$ cat config.mk
export PLATFORM = sky130hd
export DESIGN_NAME = ascon_round_sequencer
export DESIGN_NICKNAME = d
export VERILOG_FILES = /design/src/rtl/ascon_pkg.sv /design/src/rtl/ascon_rc_gen.sv /design/src/rtl/ascon_round_sequencer.sv
export SDC_FILE = /design/constraint.sdc
export NUM_CORES = 1
export LEC_CHECK = 0
export BUFFER_PORTS_ARGS = -buffer_cell sky130_fd_sc_hd__buf_4
export CAP_MARGIN = 20
export CORE_MARGIN = 5
export CORE_UTILIZATION = 40
export CTS_CLUSTER_SIZE = 25
export DETAILED_ROUTE_END_ITERATION = 10
export HOLD_SLACK_MARGIN = 0.02
export PLACE_DENSITY = 0.75
export SLEW_MARGIN = 20
export SYNTH_ARGS = -nofsm -noshare
export SYNTH_HDL_FRONTEND = slang
export SYNTH_SLANG_ARGS = --single-unit
$ cat constraint.sdc
create_clock -name clk -period 1.5 [get_ports clk]
set_clock_uncertainty 0.05 [all_clocks]
set_input_delay 0.15 -clock clk [delete_from_list [all_inputs] [get_ports clk]]
set_output_delay 0.15 -clock clk [all_outputs]
set_load 0.1 [all_outputs]
$ cat src/rtl/ascon_pkg.sv
// Shared ASCON definitions: sequencer state encoding, permutation round
// counts and the per-round constant function used by the constant generator.
package ascon_pkg;

  typedef enum logic [1:0] {
    IDLE = 2'd0,
    RUN  = 2'd1,
    DONE = 2'd2
  } rseq_state_e;

  localparam int ASCON_PA_ROUNDS = 12;
  localparam int ASCON_PB_ROUNDS = 6;

  // Round constant for absolute round index i: high nibble is the
  // complement-to-15 of the index, low nibble is the index itself.
  function automatic logic [7:0] ascon_rc(input logic [3:0] i);
    return {4'hF - i, i};
  endfunction

endpackage

$ cat src/rtl/ascon_rc_gen.sv
// Combinational round-constant generator for one unrolled lane. Outputs
// zero while the lane is disabled so the bus is quiet outside a permutation.
module ascon_rc_gen
  import ascon_pkg::*;
(
  input  logic [3:0] idx,
  input  logic       en,
  output logic [7:0] rc
);

  // Constant for this lane's absolute round index, gated by enable
  always_comb begin
    rc = en ? ascon_rc(idx) : 8'h00;
  end

endmodule

$ cat src/rtl/ascon_round_sequencer.sv
// ASCON round sequencer: accepts a permutation request with a round count,
// walks the absolute round index from MAX_ROUNDS-nrounds up to MAX_ROUNDS-1
// in steps of UNROLL, and presents UNROLL round constants per clock.
// Optional feature: define ASCON_RSEQ_ABORT_EN to let `abort` cancel a
// running permutation (back to IDLE, no done pulse); otherwise `abort` is
// accepted on the port but has no effect.
module ascon_round_sequencer
  import ascon_pkg::*;
#(
  parameter int MAX_ROUNDS = ASCON_PA_ROUNDS,
  parameter int UNROLL     = 1,
  parameter int IDX_W      = 4
) (
  input  logic                  clk,
  input  logic                  rst,
  input  logic                  start,
  input  logic [IDX_W-1:0]      nrounds,
  input  logic                  abort,
  output logic                  busy,
  output logic [IDX_W-1:0]      round_idx,
  output logic [8*UNROLL-1:0]   rc_bus,
  output logic                  first_round,
  output logic                  last_round,
  output logic                  done,
  output logic                  err
);

  // One extra bit so index + step comparisons never wrap
  localparam int             CW    = IDX_W + 1;
  localparam logic [CW-1:0]  MAX_C = CW'(MAX_ROUNDS);
  localparam logic [CW-1:0]  UNR_C = CW'(UNROLL);

  rseq_state_e        state_q, state_d;
  logic               busy_q, busy_d;
  logic [IDX_W-1:0]   round_idx_q, round_idx_d;
  logic               first_round_q, first_round_d;
  logic               last_round_q, last_round_d;
  logic               done_q, done_d;
  logic               err_q, err_d;

  logic [CW-1:0]      nr_ext;
  logic               nr_legal;
  logic [CW-1:0]      load_idx;
  logic [CW-1:0]      step_idx;
  logic               req_seen;
  logic               accept;
  logic               abort_run;

  // Request qualification and index arithmetic shared by both comb processes
  always_comb begin
    nr_ext   = {1'b0, nrounds};
    nr_legal = (nr_ext != '0) && (nr_ext <= MAX_C) && ((nr_ext % UNR_C) == '0);
    load_idx = MAX_C - nr_ext;
    step_idx = {1'b0, round_idx_q} + UNR_C;
    req_seen = start && ((state_q == IDLE) || (state_q == DONE));
    accept   = req_seen && nr_legal;
  end

`ifdef ASCON_RSEQ_ABORT_EN
  // Cancellation only has meaning while a permutation is running
  always_comb begin
    abort_run = abort && (state_q == RUN);
  end
`else
  logic unused_abort;
  assign unused_abort = abort;
  // Cancellation disabled in this build
  always_comb begin
    abort_run = 1'b0;
  end
`endif

  // State and registered outputs; reset returns everything to idle zeros
  always_ff @(posedge clk) begin
    if (rst) begin
      state_q       <= IDLE;
      busy_q        <= 1'b0;
      round_idx_q   <= '0;
      first_round_q <= 1'b0;
      last_round_q  <= 1'b0;
      done_q        <= 1'b0;
      err_q         <= 1'b0;
    end else begin
      state_q       <= state_d;
      busy_q        <= busy_d;
      round_idx_q   <= round_idx_d;
      first_round_q <= first_round_d;
      last_round_q  <= last_round_d;
      done_q        <= done_d;
      err_q         <= err_d;
    end
  end

  // Next-state selection: abort beats last_round, DONE can chain into RUN
  always_comb begin
    state_d = state_q;
    case (state_q)
      IDLE: if (accept) state_d = RUN;
      RUN: begin
        if (abort_run)         state_d = IDLE;
        else if (last_round_q) state_d = DONE;
      end
      DONE:    state_d = accept ? RUN : IDLE;
      default: state_d = IDLE;
    endcase
  end

  // Next registered outputs: load on accept, step while running, zero otherwise
  always_comb begin
    busy_d        = 1'b0;
    round_idx_d   = '0;
    first_round_d = 1'b0;
    last_round_d  = 1'b0;
    done_d        = (state_q == RUN) && (state_d == DONE);
    err_d         = req_seen && !nr_legal;
    if (accept) begin
      busy_d        = 1'b1;
      round_idx_d   = load_idx[IDX_W-1:0];
      first_round_d = 1'b1;
      last_round_d  = ((load_idx + UNR_C) == MAX_C);
    end else if (state_d == RUN) begin
      busy_d        = 1'b1;
      round_idx_d   = step_idx[IDX_W-1:0];
      last_round_d  = ((step_idx + UNR_C) == MAX_C);
    end
  end

  assign busy        = busy_q;
  assign round_idx   = round_idx_q;
  assign first_round = first_round_q;
  assign last_round  = last_round_q;
  assign done        = done_q;
  assign err         = err_q;

  // One constant generator per unrolled lane, lane k covers round_idx + k
  for (genvar k = 0; k < UNROLL; k++) begin : g_lane
    logic [IDX_W-1:0] lane_idx;
    assign lane_idx = round_idx_q + IDX_W'(k);
    ascon_rc_gen u_rc (
      .idx (lane_idx[3:0]),
      .en  (busy_q),
      .rc  (rc_bus[8*k +: 8])
    );
  end

endmodule

==> flow_summary.toml, run 1 <==
[grt]
track_usage_pct = 11.9
grt_pass1_vias = 536
grt_use_met1_pct = 13.6
busiest_layer = "met2"
met2_usage_pct = 18.0
grt_max_degree = 10
grt_antenna_before_repair = 0
grt_pass1_wl_mm = 2.28
met3_usage_pct = 3.68
grt-ovfl-total = 0

[route]
vias_per_cell = 5.17
dr.pass1.iters = 4
post-route-drc-count = 0
vias = 553
antenna_left = 0
drt_wl_total_mm = 1.34
drt-initial-drc-count = 8
wl_per_cell_um = 12.5

[logic_synthesis]
synth_largest_area_cell = "dfxtp_1"
async_flop_share_pct = 0
syn_nets = 77
ys_seq_elements = 11
synthFlopType = "dfxtp_1"
synth-seq-area-share_pct = 36.7
synth_commonest_cells = "dfxtp_1, ha_1, inv_1, nor2_1"
avgSynthCellArea_sq_um = 9.36
yosys.area_share.simple_pct = 25.3
synthesis.area_sq_um = 599
synthCells = 64
synth_top_family_by_area = "simple AND/OR/NAND/NOR gates"
yosys.area.top_type_share_pct = 36.7
yosysMostFrequentCell = "dfxtp_1"
synthDistinctLibCells = 25
synth_edf_count = 0
yosys_warnings = 0
muxShareOfSynthArea_pct = 0
synth_compound_area_share_pct = 15.0
synth_adder_area_share_pct = 10.4
synthTopCellsByArea = "dfxtp_1, ha_1, xnor2_1, o2bb2ai_1, and2_1"
synth_xor_area_share_pct = 8.77

[setup_path]
r2r_cells = 5
r2r-start = "round_idx[0]"
worstSetupPathType = "flop to flop"
startpoint_type = "flop"
path_max_fanout = 8
cpPeakStageDelay_ns = 0.39
r2r_slack_ns = 0.09
crit_slowest_cell = "dfxtp_4"
required_ns = 1.62
worstSetupEndpointType = "flop"
reg2reg_to = "last_round"
crit_chain = "inv_4, ha_2, xor2_2, o22ai_1, o41ai_2"
cp_data_arrival_time_ns = 1.53

[hold_path]
hp-class = "input pin to flop"
whs_path_depth = 2
hold_path.startpoint = "rst"
holdPathEnd = "round_idx[3]"

[placed_design]
post-place-ws_ns = -0.0335
dp_hpwl_mm = 1.06
dp.cells = 103
io_buffers = 23
place_area_sq_um = 868
gp_congestion = 0.668

[clock_tree]
cts_root_buf = "clkbuf_4"
cts.htree.levels = 1
cts_tree = "yes"
clk_pin_slew_ns = 0.07
cts_setup_buffers = 0
clk_latency_ns = 0.27
cts.sinks = 11
cts_buffers = 3
clk_path_buf_depth = 2
hold_buffers = 0

[sta]
setup_violations = 0
period_share_pct = 94.2
hold_viol_final = 0
worst-slew-pin-transition_ns = 0.326
maxSlewHeadroom_pct = 78.3
fmax_mhz = 707
tns_ns = 0
period_needed_ns = 1.41
timing.hold.ws_ns = 0.0474
finalMaxSlewViolations = 0
setup_ws_ns = 0.0865
rsz0062_at_grt = "no"

[power]
vdd_drop_max_v = 0.000538
powerDensity_nw_per_um2 = 1010
p_leak_nw = 0.399
total_power_mw = 0.917

[layout]
final_util_pct = 62.0
fin_area_sq_um = 912
area_growth_syn_to_layout_pct = 52.2
final-instance-count-excl-fill = 107
antenna_cells = 0
drive_above_1_share_pct = 54.9
final_nets = 105

[die]
die_h_um = 48.7
fp-row-count = 14
chipWidth_um = 48.7
io_pins = 25
coreArea_sq_um = 1470
dieArea_sq_um = 2370
start_util_pct = 40.7

[run_status]
status = "complete, no violations"

[flow_run]
drv_cap = 0
[what timing repair did]
item                       in CTS  in global routing
pin swaps                       0                  0
setup endpoints to repair       1                  1
gates resized for setup         1                  3
[kinds of logic after synthesis]
kind of cell             Yosys count
AO/OA/AOI/OAI                     11
buffers and inverters              6
XOR/XNOR                           6
adder cells (fa/ha/maj)            5
flip-flops                        11
AND/OR/NAND/NOR                   25
[layout make-up]
class	instances	area, sq um
fill	138	559
clock buffer	4	26.3
sequential	11	235
multi-input combinational	47	429
timing repair buffer	24	180
tap	16	20.0
inverter	5	21.3
[state kept, by name, indices dropped and copies added (netlist names)]
| name | flops |
|---|---|
| done | 1 |
| busy | 1 |
| state_q | 2 |
| last_round | 1 |
| first_round | 1 |
| err | 1 |
| round_idx | 4 |
[worst max-delay path: cells and delay by family, from the launching register on]
family	cells	cell delay (ns)
adder cells (fa/ha/maj)	1	0.24
XOR/XNOR	1	0.16
flip-flops	1	0.39
AO/OA/AOI/OAI	2	0.40
buffers and inverters	1	0.07
[cell usage in the layout (no fill, tap or decap), drive strengths merged]
cell type	netlist	final
nand3	2	2
o2bb2ai	3	3
xnor2	4	4
o41ai	1	1
o21a	1	1
inv	5	5
o22ai	1	1
ha	5	5
o31ai	1	1
a22oi	1	1
nor2	5	5
dfxtp	11	11
nand2	1	1
and2	4	4
nor3b	3	3
buf	0	24
nor2b	4	4
nor4bb	2	2
and2b	1	1
nor3	1	1
clkbuf	1	4
a31oi	1	1
nand2b	2	2
o21ai	1	1
xor2	2	2
a311oi	1	1
[report_power, final]
group | leakage, nW | internal [mW] | switching, mW | total, mW
logic | 0.291 | 0.109 | 0.267 | 0.377
registers | 0.0933 | 0.309 | 0.0298 | 0.339
clock network | 0.0150 | 0.103 | 0.0987 | 0.202
total | 0.399 | 0.522 | 0.396 | 0.917
[worst max-delay path by stage]
stage | end | from | cells after the start | slack [ns]
floorplan | last_round | round_idx[0] | 5 | -0.03
global placement | round_idx[1] | nrounds[1] | 7 | 0.04
detailed placement | round_idx[0] | nrounds[1] | 7 | -0.03
CTS | last_round | round_idx[0] | 4 | 0.05
global route | last_round | round_idx[0] | 5 | 0.004
finish | last_round | round_idx[0] | 5 | 0.09
[routing by layer]
metal / vias to the layer above / share of wire [%]
li1: 274 / -
met1: 250 / 39
met2: 25 / 48
met3: 4 / 9.8
met4: 0 / 3.7
met5: - / 0
Note: power is estimated with default switching activity, not from simulation.
==> inputs of run 2 (changes only) <==
CORE_UTILIZATION = 45   (was 40)
PLACE_DENSITY = 0.8   (was 0.75)
clock period = 1.57 ns   (was 1.5 ns; I/O delays follow)
==> run 2 against run 1 <==
  * Combinational power down 5.6%
  * First-iteration DRC count down 50%
  * Maximum frequency down 1.1%
  * Core utilization up 7.8 points
  * Worst setup slack better by 0.055 ns
  * Design area down 1.6%
  * Via count down 3.4%
  * Global-route usage up 2.1 points
  * Sequential power down 5%
  * Clock power down 4%
  * Critical endpoint unchanged
  * Largest cell class unchanged
==> flow_summary.toml, run 2 (synthesized netlist as in run 1, its figures left out) <==
[die]
dieArea_sq_um = 2160
io_pins = 25
fp-row-count = 13
start_util_pct = 46.6
die_h_um = 46.5
coreArea_sq_um = 1280
chipWidth_um = 46.5

[setup_path]
required_ns = 1.69
r2r-start = "round_idx[0]"
r2r_slack_ns = 0.14
path_max_fanout = 8
worstSetupEndpointType = "flop"
cp_data_arrival_time_ns = 1.54
r2r_cells = 5
cpPeakStageDelay_ns = 0.41
worstSetupPathType = "flop to flop"
startpoint_type = "flop"
crit_chain = "inv_2, ha_2, o31ai_2, xnor2_1, o41ai_2"
reg2reg_to = "last_round"
crit_slowest_cell = "dfxtp_4"

[route]
vias_per_cell = 5.04
dr.pass1.iters = 4
drt_wl_total_mm = 1.24
drt-initial-drc-count = 4
antenna_left = 0
post-route-drc-count = 0
wl_per_cell_um = 11.7
vias = 534

[layout]
largest_reg_flops = 4
final-instance-count-excl-fill = 106
final_cell_mix = "buf_4, nor2_1, dfxtp_1"
layout_commonest_cell = "buf_4"
area_growth_syn_to_layout_pct = 49.7
final_nets = 105
antenna_cells = 0
drive_above_1_share_pct = 53.8

[clock_tree]
clk_latency_ns = 0.27
hold_buffers = 0
cts_root_buf = "clkbuf_4"
cts.sinks = 11
cts_buffers = 3
cts_tree = "yes"
cts.htree.levels = 1
clk_pin_slew_ns = 0.07
clk_path_buf_depth = 2

[grt]
grt_pass1_vias = 484
track_usage_pct = 14.0
grt_antenna_before_repair = 0
grt_pass1_wl_mm = 2.01
grt-ovfl-total = 0
grt_max_degree = 10

[run_status]
status = "complete, no violations"

[placed_design]
dp_hpwl_mm = 1.02
dp.cells = 102
gp_congestion = 0.669
io_buffers = 23

[hold_path]
whs_path_depth = 2
hold_path.startpoint = "rst"
holdPathEnd = "round_idx[3]"
hp-class = "input pin to flop"

[sta]
period_share_pct = 91.0
setup_violations = 0
tns_ns = 0
maxSlewHeadroom_pct = 78.8
rsz0062_at_grt = "no"
period_needed_ns = 1.43
worst-slew-pin-transition_ns = 0.318
finalMaxSlewViolations = 0
hold_viol_final = 0
fmax_mhz = 700

[power]
p_leak_nw = 0.404
vdd_drop_max_v = 0.000539
powerDensity_nw_per_um2 = 971

[flow_run]
drv_cap = 0
## run 2: changes by cell type in the layout (fill, tap and decap cells not counted)
cell | before | now
clkbuf_1 | 1 | 0
clkinv_2 | 0 | 1
dfxtp_2 | 3 | 4
dfxtp_4 | 3 | 2
ha_1 | 2 | 3
ha_2 | 2 | 1
inv_2 | 0 | 1
inv_4 | 1 | 0
xor2_1 | 1 | 2
xor2_2 | 1 | 0
## run 2: critical path, delay by kind of cell (launching register included)
family,cells,cell delay (ns)
compound gates,2,0.48
fa+ha+maj,1,0.21
xor+xnor,1,0.11
flops,1,0.41
buf+inv,1,0.07
## run 2: what timing repair did
action                     in CTS  in global routing
buffers inserted                0                  0
gates resized for setup         0                  2
setup endpoints to repair       0                  1
## run 2: power breakdown
group / total (mW) / leakage, nW / internal (mW) / switching (mW)
Sequential: 0.322 / 0.0930 / 0.296 / 0.0267
Clock: 0.193 / 0.0177 / 0.0945 / 0.0981
Combinational: 0.356 / 0.293 / 0.102 / 0.253
Total: 0.871 / 0.404 / 0.493 / 0.378
## run 2: worst max path at each step
stage	startpoint	end	slack (ns)	depth (start not counted)
floorplan	round_idx[0]	last_round	0.008	5
global placement	nrounds[1]	round_idx[1]	0.10	7
detailed placement	nrounds[1]	round_idx[2]	0.05	7
CTS	round_idx[0]	last_round	0.001	5
global route	round_idx[0]	last_round	0.04	5
finish	round_idx[0]	last_round	0.14	5
## run 2: metal layers
layer | track usage [%] | routed length [um] | vias to the layer above
met4 | 11.9 | 45 | 0
met5 | 0 | 0 | -
met3 | 3.52 | 125 | 5
met1 | 15.1 | 505 | 230
li1 | - | - | 278
met2 | 22.5 | 567 | 21
## run 2: stage by stage
step | utilization [%] | instance area [sq um] | hold WS [ns] | setup slack, ns | power (mW)
floorplan | - | 667 | 0.223 | 0.00832 | 0.609
global placement | 67.1 | 862 | 0.334 | 0.101 | 0.680
detailed placement | 67.1 | 862 | 0.335 | 0.0523 | 0.684
CTS | 69.2 | 890 | 0.0402 | 0.00105 | 0.878
global route | 69.8 | 897 | 0.0504 | 0.0355 | 0.907
finish | 69.8 | 897 | 0.0484 | 0.141 | 0.871
## run 2: layout make-up
type	instances	area (sq um)
fill	105	388
inverter	5	18.8
clock buffer	3	22.5
timing repair buffer	24	180
clock inverter	1	5.00
sequential	11	233
tap	15	18.8
multi-input combinational	47	419
